**config.mk**
```make
export PLATFORM = sky130hd
export DESIGN_NAME = alu_issue_stage
export DESIGN_NICKNAME = d
export VERILOG_FILES = /design/src/rtl/alu_issue_stage.sv
export SDC_FILE = /design/constraint.sdc
export NUM_CORES = 2
export LEC_CHECK = 0
export ABC_AREA = 0
export CORE_MARGIN = 4
export CORE_UTILIZATION = 57
export CTS_CLUSTER_SIZE = 30
export DETAILED_ROUTE_END_ITERATION = 6
export PLACE_DENSITY_LB_ADDON = 0.08
export SYNTH_ARGS = -nofsm -noshare
export SYNTH_HDL_FRONTEND = slang
export SYNTH_SLANG_ARGS = --single-unit
```
**constraint.sdc**
```tcl
create_clock -name clk -period 42.5 [get_ports clk]
set_clock_uncertainty 0.05 [all_clocks]
set_input_delay 8.5 -clock clk [delete_from_list [all_inputs] [get_ports clk]]
set_output_delay 8.5 -clock clk [all_outputs]
set_load 0.02 [all_outputs]
```
**src/rtl/alu_issue_stage.sv**
```systemverilog
// rtl/alu_issue_stage.sv - RV32I OP/OP-IMM decode, scoreboard and issue stage feeding the integer ALU
module alu_issue_stage (
    input  logic        clk,
    input  logic        rst,
    input  logic        in_valid,
    output logic        in_ready,
    input  logic [31:0] in_insn,
    output logic        out_valid,
    input  logic        out_ready,
    output logic [31:0] op1,
    output logic [31:0] op2,
    output logic [2:0]  funct3,
    output logic [6:0]  funct7,
    output logic [4:0]  shamt,
    output logic [2:0]  insn_type,
    output logic [4:0]  rd,
    input  logic        wb_en,
    input  logic [4:0]  wb_rd,
    input  logic [31:0] wb_data,
    output logic        illegal_insn
);
    localparam logic [6:0] OPC_OP_IMM = 7'b0010011;
    localparam logic [6:0] OPC_OP     = 7'b0110011;
    localparam logic [6:0] F7_ZERO    = 7'b0000000;
    localparam logic [6:0] F7_ALT     = 7'b0100000;

    logic [31:0] regfile [32];
    logic [31:0] pending;

    logic [6:0]  dec_opcode;
    logic [2:0]  dec_f3;
    logic [6:0]  dec_f7;
    logic [4:0]  dec_rs1;
    logic [4:0]  dec_rs2;
    logic [4:0]  dec_rd;
    logic        is_op_imm;
    logic        is_op;
    logic        legal;
    logic        wb_hit;
    logic [31:0] pend_eff;
    logic [31:0] pend_next;
    logic        hazard;
    logic        accept;
    logic        issue;
    logic [31:0] rs1_val;
    logic [31:0] rs2_val;
    logic [31:0] imm;

    assign dec_opcode = in_insn[6:0];
    assign dec_rd     = in_insn[11:7];
    assign dec_f3     = in_insn[14:12];
    assign dec_rs1    = in_insn[19:15];
    assign dec_rs2    = in_insn[24:20];
    assign dec_f7     = in_insn[31:25];
    assign is_op_imm  = (dec_opcode == OPC_OP_IMM);
    assign is_op      = (dec_opcode == OPC_OP);
    assign imm        = {{20{in_insn[31]}}, in_insn[31:20]};

    always_comb begin
        legal = 1'b0;
        if (is_op_imm) begin
            case (dec_f3)
                3'b001:  legal = (dec_f7 == F7_ZERO);
                3'b101:  legal = (dec_f7 == F7_ZERO) || (dec_f7 == F7_ALT);
                default: legal = 1'b1;
            endcase
        end else if (is_op) begin
            legal = (dec_f7 == F7_ZERO) ||
                    ((dec_f7 == F7_ALT) && ((dec_f3 == 3'b000) || (dec_f3 == 3'b101)));
        end
    end

    // A same-cycle writeback both forwards its data and releases the register for hazard purposes.
    assign wb_hit   = wb_en && (wb_rd != 5'd0);
    assign pend_eff = pending & ~(wb_hit ? (32'd1 << wb_rd) : 32'd0);

    assign rs1_val = (dec_rs1 == 5'd0) ? 32'd0 :
                     (wb_hit && (wb_rd == dec_rs1)) ? wb_data : regfile[dec_rs1];
    assign rs2_val = (dec_rs2 == 5'd0) ? 32'd0 :
                     (wb_hit && (wb_rd == dec_rs2)) ? wb_data : regfile[dec_rs2];

    // pending[0] is never set, so the rd check needs no explicit x0 guard.
    assign hazard   = legal && (pend_eff[dec_rs1] || (is_op && pend_eff[dec_rs2]) || pend_eff[dec_rd]);
    assign in_ready = (~out_valid | out_ready) & ~hazard;
    assign accept   = in_valid & in_ready;
    assign issue    = accept & legal;

    assign pend_next = pend_eff | ((issue && (dec_rd != 5'd0)) ? (32'd1 << dec_rd) : 32'd0);

    always_ff @(posedge clk or posedge rst) begin
        if (rst) begin
            out_valid    <= 1'b0;
            illegal_insn <= 1'b0;
            op1          <= 32'd0;
            op2          <= 32'd0;
            funct3       <= 3'd0;
            funct7       <= 7'd0;
            shamt        <= 5'd0;
            insn_type    <= 3'd0;
            rd           <= 5'd0;
            pending      <= 32'd0;
            for (int i = 0; i < 32; i++) begin
                regfile[i] <= 32'd0;
            end
        end else begin
            illegal_insn <= accept & ~legal;
            pending      <= pend_next;
            if (issue) begin
                out_valid <= 1'b1;
                op1       <= rs1_val;
                op2       <= is_op ? rs2_val : imm;
                funct3    <= dec_f3;
                funct7    <= dec_f7;
                shamt     <= dec_rs2;
                insn_type <= is_op ? 3'b001 : 3'b000;
                rd        <= dec_rd;
            end else if (out_ready) begin
                out_valid <= 1'b0;
            end
            if (wb_hit) begin
                regfile[wb_rd] <= wb_data;
            end
        end
    end
endmodule

```
==> impl_metrics.yaml <==
sta:
  whs_ns: 0.347
  final-setup-viol-count: 0
  hold_viol_final: 0
  rsz0062_at_grt: "no"
  max_freq_mhz: 46.8
  max_slew_margin: 0.209
  tns_ns: 0
  drv_slew: 0
  worstMarginPinSlew_ns: 1.18
  fin_crit_ns: 21.35
  period_share: 0.502
die:
  fp.dieH_um: 334
  placementRows: 119
  initial_core_util: 0.575
  dieArea_mm2: 0.112
  num_io_pins: 164
  core-area_mm2: 0.106
  die_x_um: 334
detailed_routing:
  drtIter0Drc: 3779
  via_per_inst: 7.00
  dr_total_vias: 38972
  drc_errors: 0
  wl_mm: 178
  firstDrtPassIters: 5
  wl_per_cell_um: 31.9
  ant_nets: 0
global_route:
  grt_overflow_total: 0
  antenna_found_initial: 4
  grt_use_total: 0.323
  grt_pass1_vias: 39605
  grt_pass1_wl_mm: 267
  grt_max_degree: 104
placed_design:
  io_buffers: 161
  dp_hpwl_mm: 95.9
  dp.cells: 5333
  gp_congestion: 0.885
critical_path:
  worstSetupEndpointType: "primary output"
  slowest_delay_ns: 0.91
  crit_fanout: 34
  r2r-start: "pending[27]"
  endpoint: "in_ready"
  cp_common_cell: "clkdlybuf4s50_1"
  critPathLaunch: "wb_rd[4]"
  worst-setup-path-type: "primary input to primary output"
  cp_top_family: "buffers and inverters"
  required_ns: 33.95
  arrival_ns: 12.80
  cp_slowest_cell: "clkdlybuf4s50_1"
  r2r_cells: 8
  path_depth: 11
  timing.rr.end: "op1[15]"
  cp-start-kind: "primary input"
  crit_chain: "clkdlybuf4s50_1 -> nor4bb_1 -> nand2_2 -> buf_4 -> a41oi_1 -> nand3_1 -> a221o_1 -> a32oi_1 -> nand2_1 -> a21boi_0 -> clkdlybuf4s50_1"
  path_buf_inv: 3
  regToRegSetupSlack_ns: 39.07
pwr:
  ir_worst_vdd_mv: 0.0427
  power_density_mw_per_mm2: 46.8
  power.leakage_nw: 29.3
yosys:
  ys_seq_area_frac: 0.471
  synth.top_cell.area_share: 0.471
  synth_area_leaders: "dfrtp_1, mux4_2, mux2_2"
  avgSynthCellArea_um2: 14.7
  synth_ff_type: "dfrtp_1"
  synth_area_mm2: 0.0607
  synth_most_common_cell: "dfrtp_1"
  synthCells: 4143
  synth_edf_count: 0
  async_reset_ff_frac: 1.00
  ys_seq_elements: 1143
  yosys.area.top_type: "dfrtp_1"
  ys_top_cells_by_count: "dfrtp_1, mux2_2, mux4_2"
  yosys_warnings: 0
  ys_types: 73
cts:
  cts_setup_buffers: 0
  cts_buffers: 131
  clk_pin_slew_ns: 0.06
  htree_num_levels: 4
  cts_sinks: 1143
  cts_resized: 0
  hold_buffers: 0
  cts_tree: "yes"
  cts_root_buffer: "clkbuf_16"
  clk_latency_ns: 0.75
  clk_path_buf_depth: 3
run_status:
  status: "complete, no violations"
hold_path:
  hold_class: "flip-flop to flip-flop"
run:
  max_cap_viol_count: 0
finish:
  nNetsFinal: 4149
  postLayoutCoreUtil: 0.641
  instances_no_fill: 5570
  n_fill_cell: 7752
  drive_gt1_frac: 0.468
  area_growth_syn_to_layout_pct: 11.5
[layout by cell type (no fill, tap or decap), types with 37 or more instances in the layout]
cell type	synthesis	routed
clkdlybuf4s50_1	0	153
dfrtp_1	1143	1143
clkbuf_16	0	134
mux2i_1	171	171
nand2_1	143	126
o21ai_0	53	53
mux4_2	548	548
a221oi_1	63	63
a22oi_1	37	37
buf_4	4	101
a21oi_1	76	76
mux2_2	1040	1040
nor2_1	130	113
[how the worst min path moves through the flow]
stage | startpoint | endpoint | slack [ns] | cells past startpoint
floorplan | regfile[1000] | regfile[1000] | 0.40 | 1
global placement | regfile[1018] | regfile[1018] | 0.33 | 0
detailed placement | regfile[1012] | regfile[1012] | 0.33 | 0
CTS | regfile[1012] | regfile[1012] | 0.35 | 0
global route | regfile[993] | regfile[993] | 0.36 | 0
finish | regfile[1003] | regfile[1003] | 0.35 | 0
[area by class of cell]
type,instances,area [µm²],area share
Antenna cell,1,2.50,0.0000370
Clock buffer,200,3960,0.0585
Clock inverter,36,428,0.00632
Inverter,18,81.3,0.00120
Multi-Input combinational cell,2519,30400,0.450
Sequential cell,1143,28600,0.423
Tap cell,1391,1740,0.0257
Timing Repair Buffer,262,2420,0.0358
[per-stage QoR]
stage          setup WS, ns  cell area (µm²)  power (mW)
4_1_cts               21.20            67700        3.18
6_report              21.15            67700        3.16
3_3_place_gp          21.27            63300        2.01
3_5_place_dp          21.21            63300        2.03
2_1_floorplan          1.76            60700        1.87
5_1_grt               20.95            67700        3.30
[power by group]
part           leakage [nW]  internal [mW]  total [mW]  switching, mW
clock                  2.17          0.687        1.15          0.462
combinational          12.4          0.367       0.605          0.238
sequential             14.8           1.28        1.41          0.133
[logic make-up (layout without fill, tap and decap cells)]
logic type | count (synthesis) | in the layout | synth area share
xor+xnor | 10 | 10 | 0.00144
simple gates | 355 | 355 | 0.0266
other cells | 1 | 3 | 0.0000618
flops | 1143 | 1143 | 0.471
compound gates | 393 | 393 | 0.0447
buf+inv | 482 | 516 | 0.0315
mux | 1759 | 1759 | 0.424
[per-layer routing]
layer	up-vias	GRT usage	wire [µm]
li1	15817	-	-
met1	21207	0.474	76300
met2	1624	0.492	81900
met3	322	0.0630	13900
met4	2	0.107	5680
met5	-	0	15
[sequential cells by signal (all words and copies together) (netlist names)]
register / count
funct3: 3
funct7: 7
illegal_insn: 1
insn_type: 1
op1: 32
op2: 32
out_valid: 1
pending: 32
rd: 5
regfile: 1024
shamt: 5
Power figures use the tool's default switching activity.
